<file path="config.mk">
export PLATFORM = sky130hd
export DESIGN_NAME = apb_requester
export DESIGN_NICKNAME = d
export VERILOG_FILES = /design/src/rtl/apb_requester_pkg.sv /design/src/rtl/apb_cmd_fifo.sv /design/src/rtl/apb_requester.sv
export SDC_FILE = /design/constraint.sdc
export NUM_CORES = 1
export LEC_CHECK = 0
export CORE_ASPECT_RATIO = 1.25
export CORE_MARGIN = 8
export CORE_UTILIZATION = 53
export DETAILED_ROUTE_END_ITERATION = 8
export PLACE_DENSITY = 0.93
export SLEW_MARGIN = 20
export SYNTH_ARGS = -nofsm -noshare
export SYNTH_HDL_FRONTEND = slang
export SYNTH_SLANG_ARGS = --single-unit
</file>
<file path="constraint.sdc">
create_clock -name PCLK -period 10.2 [get_ports PCLK]
set_clock_uncertainty 0.2 [all_clocks]
set_input_delay 2.55 -clock PCLK [delete_from_list [all_inputs] [get_ports PCLK]]
set_output_delay 2.55 -clock PCLK [all_outputs]
set_load 0.005 [all_outputs]
</file>
<file path="src/rtl/apb_requester_pkg.sv">
// Shared types and widths for the APB requester and its command FIFO.
package apb_requester_pkg;

    localparam int ADDR_W     = 32;
    localparam int DATA_W     = 32;
    localparam int FIFO_DEPTH = 2;

    // Requester bus phases.
    typedef enum logic [1:0] {
        IDLE,
        SETUP,
        ACCESS
    } state_e;

    // One queued transfer request.
    typedef struct packed {
        logic              write;
        logic [ADDR_W-1:0] addr;
        logic [DATA_W-1:0] wdata;
    } cmd_t;

endpackage

</file>
<file path="src/rtl/apb_cmd_fifo.sv">
// Two-entry command FIFO with synchronous active-low reset.
// Pushes while full and pops while empty are ignored.
module apb_cmd_fifo
    import apb_requester_pkg::*;
(
    input  logic clk_i,
    input  logic rst_ni,
    input  logic push_i,
    input  cmd_t data_i,
    input  logic pop_i,
    output cmd_t data_o,
    output logic full_o,
    output logic empty_o
);

    logic [1:0] count_q, count_d;
    logic       wr_ptr_q, wr_ptr_d;
    logic       rd_ptr_q, rd_ptr_d;
    logic       do_push, do_pop;
    cmd_t       mem_q [FIFO_DEPTH];

    assign full_o  = (count_q == 2'd2);
    assign empty_o = (count_q == 2'd0);
    assign do_push = push_i && !full_o;
    assign do_pop  = pop_i && !empty_o;
    assign data_o  = mem_q[rd_ptr_q];

    // Next occupancy and pointer values.
    always_comb begin
        // NOTE: every variable gets a default first so no path can infer a latch.
        count_d  = count_q;
        wr_ptr_d = wr_ptr_q;
        rd_ptr_d = rd_ptr_q;
        if (do_push) wr_ptr_d = ~wr_ptr_q;
        if (do_pop)  rd_ptr_d = ~rd_ptr_q;
        case ({do_push, do_pop})
            2'b10:   count_d = count_q + 2'd1;
            2'b01:   count_d = count_q - 2'd1;
            default: count_d = count_q;
        endcase
    end

    // Occupancy and pointer registers.
    always_ff @(posedge clk_i) begin
        // NOTE: sequential state uses non-blocking assignments so all flops update together.
        if (!rst_ni) begin
            count_q  <= 2'd0;
            wr_ptr_q <= 1'b0;
            rd_ptr_q <= 1'b0;
        end else begin
            count_q  <= count_d;
            wr_ptr_q <= wr_ptr_d;
            rd_ptr_q <= rd_ptr_d;
        end
    end

    // Payload storage written on accepted pushes.
    always_ff @(posedge clk_i) begin
        // NOTE: storage is deliberately not reset; the count decides which entries are valid.
        if (do_push) mem_q[wr_ptr_q] <= data_i;
    end

endmodule

</file>
<file path="src/rtl/apb_requester.sv">
// APB requester: buffers commands, runs SETUP/ACCESS transfers with a
// wait-state timeout, and returns a one-cycle response pulse per transfer.
module apb_requester
    import apb_requester_pkg::*;
#(
    parameter int TIMEOUT_CYCLES = 16
) (
    input  logic              PCLK,
    input  logic              PRESETn,
    input  logic              CMD_VALID,
    output logic              CMD_READY,
    input  logic              CMD_WRITE,
    input  logic [ADDR_W-1:0] CMD_ADDR,
    input  logic [DATA_W-1:0] CMD_WDATA,
    output logic              RSP_VALID,
    output logic [DATA_W-1:0] RSP_RDATA,
    output logic              RSP_ERR,
    output logic              RSP_TIMEOUT,
    output logic              PSELx,
    output logic              PENABLE,
    output logic              PWRITE,
    output logic [ADDR_W-1:0] PADDR,
    output logic [DATA_W-1:0] PWDATA,
    input  logic              PREADY,
    input  logic              PSLVERR,
    input  logic [DATA_W-1:0] PRDATA
);

    localparam logic [7:0] TIMEOUT_LIMIT = 8'(TIMEOUT_CYCLES);

    state_e            state_q, state_d;
    logic [7:0]        wait_q, wait_d;
    logic [7:0]        wait_inc;
    logic              pwrite_q, pwrite_d;
    logic [ADDR_W-1:0] paddr_q, paddr_d;
    logic [DATA_W-1:0] pwdata_q, pwdata_d;
    logic              rsp_valid_q, rsp_valid_d;
    logic              rsp_err_q, rsp_err_d;
    logic              rsp_timeout_q, rsp_timeout_d;
    logic [DATA_W-1:0] rsp_rdata_q, rsp_rdata_d;

    cmd_t fifo_in, fifo_head;
    logic fifo_push, fifo_pop, fifo_full, fifo_empty;

    assign fifo_in   = '{write: CMD_WRITE, addr: CMD_ADDR, wdata: CMD_WDATA};
    assign CMD_READY = !fifo_full;
    assign fifo_push = CMD_VALID && CMD_READY;

    apb_cmd_fifo u_cmd_fifo (
        .clk_i   (PCLK),
        .rst_ni  (PRESETn),
        .push_i  (fifo_push),
        .data_i  (fifo_in),
        .pop_i   (fifo_pop),
        .data_o  (fifo_head),
        .full_o  (fifo_full),
        .empty_o (fifo_empty)
    );

    assign wait_inc = wait_q + 8'd1;

    // Transfer sequencing, command pop/load and response generation.
    always_comb begin
        state_d       = state_q;
        wait_d        = wait_q;
        fifo_pop      = 1'b0;
        pwrite_d      = pwrite_q;
        paddr_d       = paddr_q;
        pwdata_d      = pwdata_q;
        rsp_valid_d   = 1'b0;
        rsp_err_d     = 1'b0;
        rsp_timeout_d = 1'b0;
        rsp_rdata_d   = '0;

        case (state_q)
            IDLE: begin
                if (!fifo_empty) begin
                    fifo_pop = 1'b1;
                    pwrite_d = fifo_head.write;
                    paddr_d  = fifo_head.addr;
                    pwdata_d = fifo_head.wdata;
                    state_d  = SETUP;
                end
            end
            SETUP: begin
                wait_d  = 8'd0;
                state_d = ACCESS;
            end
            ACCESS: begin
                if (PREADY) begin
                    // Completion wins even on the cycle the timeout would fire.
                    rsp_valid_d = 1'b1;
                    rsp_err_d   = PSLVERR;
                    rsp_rdata_d = pwrite_q ? '0 : PRDATA;
                    wait_d      = 8'd0;
                    if (!fifo_empty) begin
                        fifo_pop = 1'b1;
                        pwrite_d = fifo_head.write;
                        paddr_d  = fifo_head.addr;
                        pwdata_d = fifo_head.wdata;
                        state_d  = SETUP;
                    end else begin
                        state_d = IDLE;
                    end
                end else if (wait_inc == TIMEOUT_LIMIT) begin
                    rsp_valid_d   = 1'b1;
                    rsp_err_d     = 1'b1;
                    rsp_timeout_d = 1'b1;
                    wait_d        = 8'd0;
                    state_d       = IDLE;
                end else begin
                    wait_d = wait_inc;
                end
            end
            default: state_d = IDLE;
        endcase
    end

    // State, bus-control and response registers.
    always_ff @(posedge PCLK) begin
        if (!PRESETn) begin
            state_q       <= IDLE;
            wait_q        <= 8'd0;
            pwrite_q      <= 1'b0;
            paddr_q       <= '0;
            pwdata_q      <= '0;
            rsp_valid_q   <= 1'b0;
            rsp_err_q     <= 1'b0;
            rsp_timeout_q <= 1'b0;
            rsp_rdata_q   <= '0;
        end else begin
            state_q       <= state_d;
            wait_q        <= wait_d;
            pwrite_q      <= pwrite_d;
            paddr_q       <= paddr_d;
            pwdata_q      <= pwdata_d;
            rsp_valid_q   <= rsp_valid_d;
            rsp_err_q     <= rsp_err_d;
            rsp_timeout_q <= rsp_timeout_d;
            rsp_rdata_q   <= rsp_rdata_d;
        end
    end

    assign PSELx       = (state_q != IDLE);
    assign PENABLE     = (state_q == ACCESS);
    assign PWRITE      = pwrite_q;
    assign PADDR       = paddr_q;
    assign PWDATA      = pwdata_q;
    assign RSP_VALID   = rsp_valid_q;
    assign RSP_ERR     = rsp_err_q;
    assign RSP_TIMEOUT = rsp_timeout_q;
    assign RSP_RDATA   = rsp_rdata_q;

endmodule
</file>
Word level (Yosys, flattened, before mapping)

Memory sizes are Yosys's and may differ from the RTL's. A register that Yosys moved wholly into a read port is not among the register bits.
Index checks and enable logic that the tools add are counted.

RAM bits: 130
Register bits after elaboration: 114
Output and inout bits: 103
Word-level logic and storage cells: 74
Memories: 1

Memory list:

| memory           | depth | width | rd ports | clocked after Yosys merged registers in | wr ports | RTL line           | RTL |
|---|---|---|---|---|---|---|---|
| u_cmd_fifo.mem_q | 2     | 65    | 1        | 1                                       | 1        | apb_cmd_fifo.sv:20 | `cmd_t mem_q [FIFO_DEPTH];` |

Reduce and logical (&&, ||, !) cells: 16
Muxes and demuxes: 28
Bitwise gates (word level): 5
Add/subtract/negate cells: 3
Equal/unequal tests: 9

Operators with widths:

| cell                                                 | number |
|---|---|
| two-way mux 32 bit                                   | 4 |
| one-hot mux 32 bit (2 select lines)                  | 2 |
| two-way mux 8 bit                                    | 2 |
| one-hot mux 8 bit (2 select lines)                   | 1 |
| two-way mux 1 bit                                    | 12 |
| adder 8 x 1 -> 8 bit (second input constant)         | 1 |
| equality test 8 x 5 -> 1 bit (second input constant) | 1 |
| nonzero test 2 bit                                   | 4 |
| equality test 2 bit (second input constant)          | 3 |
| two-way mux 2 bit                                    | 3 |
| one-hot mux 2 bit (3 select lines)                   | 1 |
| AND reduction 2 bit                                  | 3 |
| inverter 1 bit                                       | 5 |
| equality test 2 x 1 -> 1 bit (second input constant) | 2 |
| logical NOT 2 bit                                    | 2 |
| one-hot mux 1 bit (2 select lines)                   | 2 |
| one-hot mux 2 bit (2 select lines)                   | 1 |
| OR reduction 4 bit                                   | 1 |
| logical AND 1 bit                                    | 3 |
| != test 3 x 1 -> 1 bit (second input constant)       | 1 |
| OR reduction 3 bit                                   | 1 |
| adder 2 x 1 -> 2 bit (second input constant)         | 1 |
| logical NOT 1 bit                                    | 2 |
| != test 2 x 1 -> 1 bit (second input constant)       | 1 |
| other kinds (2)                                      | 2 |

Depth between registers and ports, before layout

Gate-level depths: netlist of the first run.

Depth in word-level cells: 7
Depth in mapped cells: 8
Depth with buffers taken out: 8

Cells and area by module

From an unflattened synthesis of the first run, not the netlist that was laid out.

Cell total of the unflattened synthesis: 671
Area, all modules: 8971.1 um^2

Modules (own cells, without submodules):

| module        | times used | area an instance (um^2) | cells an instance |
|---|---|---|---|
| apb_cmd_fifo  | 1          | 4907.2                  | 228 |
| apb_requester | 1          | 4063.9                  | 443 |

Worst setup path before layout of the first run

Ideal clock, no wire load.

Kind: input -> register
From: input CMD_VALID
To: memory u_cmd_fifo.mem_q[0][0] (netlist bit), enable pin
Data arrival time: 5.369 ns
Setup slack: 4.141 ns
Stages on the path: 2
Setup time: 0.490 ns
Cells stage by stage: nand2_1 > nor2_1

Longest elaborated chain between the ends: 4

Ends and longest elaborated chain:

| item                                    | RTL line            | RTL |
|---|---|---|
| from (decl)                             | apb_requester.sv:10 | `input logic CMD_VALID,` |
| logical AND 1 bit                       | apb_requester.sv:47 | `assign fifo_push = CMD_VALID && CMD_READY;` |
| logical AND 1 bit                       | apb_cmd_fifo.sv:24  | `assign do_push = push_i && !full_o;` |
| two-way mux 1 bit                       | apb_cmd_fifo.sv:60  | `if (do_push) mem_q[wr_ptr_q] <= data_i;` |
| two-way mux 1 bit (not written as such) | apb_cmd_fifo.sv:60  |  |
| to (decl)                               | apb_cmd_fifo.sv:20  |  |

Every way passes these cells.

Worst setup path after layout of the first run

From: input PREADY
To: register pwdata_q[19], in the netlist PWDATA[19]

Longest elaborated chain between the ends: 2

Ends and longest elaborated chain:

| item                             | RTL line             | RTL |
|---|---|---|
| from (decl)                      | apb_requester.sv:24  | `input logic PREADY,` |
| != test 2 x 1 -> 1 bit (no line) | --                   |  |
| AND reduction 2 bit (no line)    | --                   |  |
| to (signal assigned)             | apb_requester.sv:136 | `pwdata_q <= pwdata_d;` |
| to (decl)                        | apb_requester.sv:36  | `logic [DATA_W-1:0] pwdata_q, pwdata_d;` |

Every way passes these cells.
A chain may end at the register's enable or synchronous reset.

==> key figures, run 1 <==
Synth
  • Ys flop type: edfxtp_1
  • Flop and latch count out of synthesis: 245
  • Post-synth EDFFs: 130
  • Ys Warns: 0
  • Sequential area share after synthesis: between 70% and 80%
  • Yosys cell types: 42
  • Post-synth top cells: 130 x edfxtp_1, 115 x dfxtp_1, 78 x nand2_1
  • Most common cell in the netlist: edfxtp_1
  • Leading area contributor after synthesis: edfxtp_1
  • Synth Instances: 605
  • Post-Syn Area: slightly below 0.009 mm^2
  • Post-synth net total: 714
  • Fraction of registers with async set/reset: 0%
  • Mapped Avg Cell Area: roughly 15 um^2
  • Area contributors post-synth: edfxtp_1 44%, dfxtp_1 26%, mux2i_1 7.9%
  • Top-area cell type share of the netlist area: between 40 and 50%

Timing
  • Final min period: 4.81 ns
  • Peak Freq: 0.208 GHz
  • Max_slew headroom: 35.8%
  • TNS Setup: 0 ns
  • Worst-Margin Slew: 0.963 ns
  • Final setup fails: 0
  • Final hold viol count: 0
  • Period utilisation layout: 47.2%
  • Max Slew Vio Count: 0
  • Post-route setup slack: 5.39 ns
  • RSZ-0062 raised after global routing: no

CTS
  • Resize count post-CTS: 0
  • Longest Clk Path Bufs: 3
  • Clk root buf: clkbuf_16
  • Worst skew pair latency: 0.49 ns
  • Buffer count from post-CTS setup fixing: 0
  • TritonCTS clock tree: done
  • Cts hold-fix bufs: 0
  • Clock slew at reported path FFs: ~0.060 ns
  • Htree depth: 1
  • Clock sink count: 245
  • CTS Buf Count: 23

Status
  • Status: finished, final reports clean

Routing
  • # DRC: 0
  • WL final: 19900 um
  • Vias post-DR: 5568
  • Drt first-iter violations: between 300 and 400
  • Antenna viol nets, final: 0
  • Vias/cell: 5.36
  • Routed len/inst: approximately 19 um
  • Drt pass-1 iters: 7

Global route
  • GR Overflow Total: 0
  • Vias in the first global route: 5747
  • Met1 usage: between 15 and 20%
  • Total GRT Usage: 18.5%
  • Initial antenna violation count: 1
  • Largest net degree at the start of global routing: between 80 and 90
  • Met3 usage: 5.59%
  • Global route hottest layer: met2
  • First-pass GRT wire length: about 31000 um
  • Met2 usage: 33.2%

Critical path
  • Crit path DAT: 4.99 ns
  • Worst Setup End Kind: flop
  • Crit start category: input port
  • CP Max Fanout: 84
  • Crit Path Category: in2reg
  • R2r setup slk: 7.23 ns
  • Critical path required time: just over 10 ns

Die
  • Row count: 52
  • Initial Util: 54.2%
  • Die ar.: 0.0210 mm^2
  • Die Span Y: 160 um
  • Top Ports: 205
  • Die Wd: 131 um
  • Core Area: 0.0162 mm^2

Power and ir drop
  • Cell area power density: 263 mW/mm^2
  • Lkg Pwr: 0.00476 uW
  • Maximum VDD drop: 176 uV

Finish
  • Layout Nets: 914
  • Register Area: approximately 0.0062 mm^2
  • FILL cells: 1025
  • Area taken by multi-input logic gates: 0.00241 mm^2
  • Syn-to-layout area delta: 32.8%
  • Share of cells above drive strength 1: 5.60%

Hold path
  • Worst Hold Class: reg2reg

Flow run
  • Max Cap Viol: 0

Placement
  • Place WS: 4.98 ns
  • Port-buffer cells: 204
  • Final HPWL DP: 12700 um
  • RD Place Congestion: between 0.7 and 0.8
-- layout by cell type, fill, tap and decap left out, drive strengths merged, types with 3 or more instances in the layout --
master	n
inv	3
ha	7
o211a	66
a21oi	4
edfxtp	130
o21ai	6
nand3	4
nor2	6
nand2	78
and3	5
nand2b	4
dfxtp	115
clkdlybuf4s50	203
buf	7
nor2b	7
and2	37
a21boi	4
mux2i	69
xnor2	3
clkinv	8
clkbuf	33
-- path summary, 6_finish.rpt --
path | start | endpoint | cells after the start
setup / recovery | PREADY | PWDATA[19]$_SDFFE_PN0P_ | 7
hold / removal | PADDR[5]$_SDFFE_PN0P_ | PADDR[5]$_SDFFE_PN0P_ | 1
setup reg to reg | state_q[0]$_SDFFE_PN0P_ | PWDATA[19]$_SDFFE_PN0P_ | 8
hold reg to reg | PADDR[5]$_SDFFE_PN0P_ | PADDR[5]$_SDFFE_PN0P_ | 1
-- registers in the layout, indices dropped and copies added (netlist names), named ones only --
name	cells
PWRITE	1
wait_q	8
RSP_ERR	1
u_cmd_fifo.count_q	2
u_cmd_fifo.mem_q	130
PWDATA	32
RSP_VALID	1
u_cmd_fifo.rd_ptr_q	1
state_q	2
u_cmd_fifo.wr_ptr_q	1
RSP_TIMEOUT	1
PADDR	32
RSP_RDATA	32
-- metal layers --
| layer | vias to the layer above | part of all wire, % |
|---|---|---|
| li1 | 2617 | - |
| met1 | 2689 | 38 |
| met2 | 224 | 51 |
| met3 | 38 | 7.5 |
| met4 | 0 | 2.9 |
| met5 | - | 0 |
-- area by class of cell --
type,instances,share of cell area [%]
sequential,245,53.3
multi-input combinational,322,20.7
timing repair buffer,210,17.9
clock buffer,33,5.43
tap,216,2.32
clock inverter,8,0.354
inverter,3,0.0966
antenna,1,0.0215
-- through the flow --
step / std cells / total power (uW) / cell area, um^2 / util (%) / hold WS (ns)
final: 1038 / 3070 / 11700 / 72.0 / 0.296
after global routing: 1038 / 3220 / 11700 / 72.0 / 0.313
after CTS: 1037 / 3110 / 11700 / 71.9 / 0.299
after detailed placement: 996 / 2320 / 11000 / 67.8 / 0.286
after global placement: 996 / 2280 / 11000 / 67.8 / 0.280
after floorplan: 605 / 1870 / 8780 / - / 0.268
-- where the power goes --
group	internal (uW)	switching [uW]	leakage, uW
Clock	432	339	0.000334
Combinational	488	427	0.00227
Sequential	1260	126	0.00216
-- worst max-delay path, cell delays in order --
cell             delay, ns
clkdlybuf4s50_1       0.59
nand2_1               0.16
a21oi_4               0.14
buf_4                 0.41
buf_4                 0.72
nand2_1               0.15
o211a_1               0.18
-- cells by family after synthesis --
group / Yosys count / share of synthesized area (%)
mux: 69 / 7.87
buf+inv: 38 / 2.10
flops: 245 / 70.7
xor+xnor: 4 / 0.399
fa+ha+maj: 7 / 0.998
compound gates: 91 / 9.48
simple gates: 151 / 8.45
(Power assumes the default switching activity.)
==> run 2, diff against run 1 <==
--- a/config.mk
+++ b/config.mk
@@ -7,9 +7,9 @@
 export LEC_CHECK = 0
 export CORE_ASPECT_RATIO = 1.25
 export CORE_MARGIN = 8
-export CORE_UTILIZATION = 53
+export CORE_UTILIZATION = 50
 export DETAILED_ROUTE_END_ITERATION = 8
-export PLACE_DENSITY = 0.93
+export PLACE_DENSITY = 0.89
 export SLEW_MARGIN = 20
 export SYNTH_ARGS = -nofsm -noshare
 export SYNTH_HDL_FRONTEND = slang
==> constraint.sdc (replaced) <==
create_clock -name PCLK -period 4.9 [get_ports PCLK]
set_clock_uncertainty 0.2 [all_clocks]
set_input_delay 1.225 -clock PCLK [delete_from_list [all_inputs] [get_ports PCLK]]
set_output_delay 1.225 -clock PCLK [all_outputs]
set_load 0.005 [all_outputs]
==> key figures, run 2 (synthesis gave the netlist of run 1 again) <==
Die
  • Die Wd: 135 um
  • Core Area: approximately 0.017 mm^2
  • Initial Util: 50.5%
  • Die Span Y: 164 um
  • Top Ports: between 200 and 250
  • Die ar.: 0.0221 mm^2
  • Row count: between 50 and 60

Placement
  • Final HPWL DP: 12800 um
  • Place WS: ~1.5 ns
  • Port-buffer cells: 204
  • RD Place Congestion: 0.785
  • Dpl cells: ~1000

CTS
  • CTS Buf Count: 23
  • Clock slew at reported path FFs: 0.06 ns
  • Buffer count from post-CTS setup fixing: 0
  • Clock sink count: 245
  • TritonCTS clock tree: done
  • Cts hold-fix bufs: 0
  • Clk root buf: clkbuf_16
  • Longest Clk Path Bufs: 3
  • Htree depth: 1
  • Worst skew pair latency: 0.49 ns
  • Resize count post-CTS: 0

Critical path
  • Crit start category: flop
  • CP most frequent cell: inv_1
  • CP Max Fanout: 4
  • R2r setup slk: 2.48 ns
  • Worst Setup End Kind: primary output
  • CP max stage cell: clkdlybuf4s50_1
  • Buffers and inverters on the worst path: 3
  • Crit path DAT: ~1.8 ns
  • Crit-path max cell delay: 0.53 ns
  • Crit Path Category: reg2out
  • Top delay family on crit path: buffers and inverters
  • Critical path required time: 3.47 ns
  • CP Cell Sequence: inv_1 -> ha_1 -> inv_1 -> clkdlybuf4s50_1

Timing
  • Max Slew Vio Count: 0
  • Max_slew headroom: ~37%
  • Final min period: 3.23 ns
  • Final setup fails: 0
  • Period utilisation layout: 66.0%
  • TNS Setup: 0 ns
  • Final hold viol count: 0
  • Post-route setup slack: ~1.7 ns
  • RSZ-0062 raised after global routing: no
  • Peak Freq: between 0.3 and 0.4 GHz
  • Worst-Margin Slew: 0.949 ns

Power and ir drop
  • Lkg Pwr: 0.00478 uW
  • Maximum VDD drop: 391 uV
  • Cell area power density: approximately 550 mW/mm^2
  • Overall power: 6450 uW

Routing
  • Drt pass-1 iters: 4
  • # DRC: 0
  • Antenna viol nets, final: 0
  • Drt first-iter violations: 277
  • WL final: 19800 um
  • Vias post-DR: 5424
  • Vias/cell: 5.19
  • Routed len/inst: 18.9 um

Hold path
  • Worst Hold Class: reg2reg

Global route
  • Initial antenna violation count: 1
  • GR Overflow Total: 0
  • Met2 usage: 31.6%
  • Vias in the first global route: 5702
  • Largest net degree at the start of global routing: 86
  • Total GRT Usage: 17.5%
  • Met3 usage: 4.71%
  • Global route hottest layer: met2
  • Met1 usage: 19.7%
  • First-pass GRT wire length: slightly above 30000 um

Finish
  • Max reg flops: 130
  • Most flop-heavy register: u_cmd_fifo.mem_q
  • Most frequent cells in the layout: 203 x clkdlybuf4s50_1, 130 x edfxtp_1, 114 x dfxtp_1
  • Syn-to-layout area delta: 33.5%
  • Layout Nets: 914
  • Share of cells above drive strength 1: 5.85%
  • Final core utilization: 67.5%
  • Antenna diode count: 0
  • FILL cells: 1229
  • Commonest non-fill, non-tap cell in the layout: clkdlybuf4s50_1
  • Post-route insts no fill: 1045

Status
  • Status: finished, final reports clean

Flow run
  • Max Cap Viol: 0
-- run 2: worst reg2reg max path: cells and delay by family (launching register included) --
family | cells | cell delay (ns)
buf+inv | 2 | 0.71
simple gates | 2 | 0.39
flops | 1 | 0.38
compound gates | 2 | 0.34
fa+ha+maj | 1 | 0.28
-- run 2: final cells by class --
cell class	instances	area (um^2)	area share, %
multi-input cells	322	2410	20.5
well taps	224	280	2.39
inverters	3	11.3	0.0961
repair buffers	210	2090	17.9
clock inverters	3	15.0	0.128
clock buffers	38	702	5.99
flip-flops and latches	245	6210	53.0
-- run 2: per-layer routing --
metal / routed length (um) / part of all wire, % / up-vias
li1: - / - / 2603
met1: 7670 / 39 / 2621
met2: 10300 / 52 / 173
met3: 1440 / 7.3 / 25
met4: 299 / 1.5 / 2
met5: 13 / 0.066 / -
-- run 2: path summary, 6_finish.rpt --
check | start | end | cells after the start
max | state_q[0]$_SDFFE_PN0P_ | PSELx | 4
min | PWDATA[10]$_SDFFE_PN0P_ | PWDATA[10]$_SDFFE_PN0P_ | 1
max reg2reg | state_q[0]$_SDFFE_PN0P_ | PWDATA[29]$_SDFFE_PN0P_ | 7
min reg2reg | PWDATA[10]$_SDFFE_PN0P_ | PWDATA[10]$_SDFFE_PN0P_ | 1
-- run 2: stage by stage --
stage | area (um^2) | hold slack [ns]
after detailed placement | 11000 | 0.285
after CTS | 11700 | 0.299
final | 11700 | 0.297
after global placement | 11000 | 0.280
after global routing | 11700 | 0.318
after floorplan | 8780 | 0.268
-- run 2: report_power, final --
group          switching (uW)  internal (uW)  total (uW)
logic                     865           1020        1880
registers                 272           2620        2890
clock network             703            972        1680
==> run 3, diff against run 2 <==
==> constraint.sdc (replaced) <==
create_clock -name PCLK -period 3.1 [get_ports PCLK]
set_clock_uncertainty 0.2 [all_clocks]
set_input_delay 0.775 -clock PCLK [delete_from_list [all_inputs] [get_ports PCLK]]
set_output_delay 0.775 -clock PCLK [all_outputs]
set_load 0.005 [all_outputs]
==> key figures, run 3 (synthesis gave the netlist of run 1 again) <==
Status
  • Status: finished, final reports clean

Critical path
  • Crit path DAT: 1.83 ns
  • R2r startpoint: state_q[0]$_SDFFE_PN0P_
  • CP Max Fanout: 4
  • Critical path required time: 2.12 ns
  • Crit. Startpoint: state_q[0]$_SDFFE_PN0P_
  • Crit Path Category: reg2out
  • Worst Setup End Kind: primary output
  • Crit start category: flop
  • Worst R2R Path Depth: 7
  • Worst setup path endpoint: PSELx
  • R2R Path End: u_cmd_fifo.count_q[1]$_SDFFE_PN0P_
  • R2r setup slk: 0.81 ns

Finish
  • Most flop-heavy register: u_cmd_fifo.mem_q
  • Post-route insts no fill: 1056
  • FILL cells: 1153
  • Finished Cell Area: 0.0120 mm^2
  • Share of cells above drive strength 1: 6.85%
  • Most frequent cells in the layout: 203 x clkdlybuf4s50_1, 130 x edfxtp_1, 114 x dfxtp_1
  • Antenna diode count: 0
  • Max reg flops: 130
  • Syn-to-layout area delta: 36.3%
  • Commonest non-fill, non-tap cell in the layout: clkdlybuf4s50_1
  • Layout Nets: 923

Power and ir drop
  • Cell area power density: 888 mW/mm^2
  • Lkg Pwr: 0.00488 uW
  • Maximum VDD drop: approximately 580 uV

Timing
  • Period utilisation layout: between 90% and 100%
  • Final min period: 2.81 ns
  • Max_slew headroom: 61.1%
  • Peak Freq: ~0.36 GHz
  • Final hold viol count: 0
  • Worst hold slack: 0.294 ns
  • Worst-Margin Slew: between 0.5 and 0.6 ns
  • Max Slew Vio Count: 0
  • TNS Setup: 0 ns
  • RSZ-0062 raised after global routing: no
  • Final setup fails: 0

Routing
  • Vias post-DR: around 5400
  • Vias/cell: 5.10
  • # DRC: 0
  • Drt pass-1 iters: 7
  • Antenna viol nets, final: 0
  • Drt first-iter violations: 247
  • WL final: 19000 um
  • Routed len/inst: between 15 and 20 um

Die
  • Core Area: 0.0174 mm^2
  • Die Wd: 135 um
  • Row count: 54
  • Top Ports: 205
  • Die ar.: 0.0221 mm^2
  • Die Span Y: 164 um
  • Initial Util: 50.5%

CTS
  • Resize count post-CTS: 0
  • Buffer count from post-CTS setup fixing: 0
  • Clock slew at reported path FFs: about 0.06 ns
  • Worst skew pair latency: 0.51 ns
  • Cts hold-fix bufs: 0
  • Longest Clk Path Bufs: 3
  • Clk root buf: clkbuf_16
  • TritonCTS clock tree: done
  • CTS Buf Count: 24
  • Htree depth: 1
  • Clock sink count: 245

Global route
  • Initial antenna violation count: 0
  • Largest net degree at the start of global routing: 86
  • Total GRT Usage: 16.6%
  • GR Overflow Total: 0
  • Vias in the first global route: 5472
  • First-pass GRT wire length: 28900 um

Placement
  • Port-buffer cells: 204
  • Dpl cells: 1012
  • Final HPWL DP: ~13000 um
  • Dpl cell area: 0.0112 mm^2
  • RD Place Congestion: 0.759

Hold path
  • Worst Hold Class: reg2reg
  • WHS Path Cells: 1

Flow run
  • Max Cap Viol: 0
run 3: how the worst min path moves through the flow:
stage / startpoint / end / slack (ns)
2_1_floorplan: state_q[1]$_SDFFE_PN0P_ / state_q[1]$_SDFFE_PN0P_ / 0.27
3_3_place_gp: PADDR[28]$_SDFFE_PN0P_ / PADDR[28]$_SDFFE_PN0P_ / 0.28
3_5_place_dp: PADDR[7]$_SDFFE_PN0P_ / PADDR[7]$_SDFFE_PN0P_ / 0.28
4_1_cts: PADDR[7]$_SDFFE_PN0P_ / PADDR[7]$_SDFFE_PN0P_ / 0.30
5_1_grt: PADDR[10]$_SDFFE_PN0P_ / PADDR[10]$_SDFFE_PN0P_ / 0.31
6_report: PWDATA[2]$_SDFFE_PN0P_ / PWDATA[2]$_SDFFE_PN0P_ / 0.29
run 3: layer usage:
| metal | GRT usage [%] | share of wire (%) |
|---|---|---|
| met1 | 18.6 | 40 |
| met2 | 29.4 | 50 |
| met3 | 4.47 | 7.5 |
| met4 | 6.24 | 2.6 |
| met5 | 0 | 0 |
run 3: where the power goes:
group	leakage (uW)	switching [uW]	internal, uW	total (uW)
logic	0.00234	1390	1750	3150
clock network	0.000391	1140	1790	2930
registers	0.00216	408	4140	4540
total	0.00488	2940	7680	10600
run 3: worst max-delay path, cell delays in order, from the launching register on:
cell and delay, ns:
dfxtp_1 0.39, inv_1 0.09, ha_1 0.24, inv_1 0.10
clkdlybuf4s50_1 0.52
run 3: layout make-up:
cell class / count / area [um^2] / share of cell area [%]
Clock inverter: 8 / 119 / 0.994
Tap cell: 224 / 280 / 2.34
Clock buffer: 36 / 691 / 5.77
Timing Repair Buffer: 218 / 2240 / 18.7
Multi-Input combinational cell: 322 / 2410 / 20.2
Sequential cell: 245 / 6210 / 51.9
Inverter: 3 / 11.3 / 0.0941
run 3: metrics by stage:
stage,worst slack (ns),power (uW),utilization [%]
floorplan,0.118,6150,-
global placement,0.383,7680,64.2
detailed placement,0.340,7790,64.2
CTS,0.267,10800,68.9
global route,0.175,11200,68.9
finish,0.291,10600,68.9
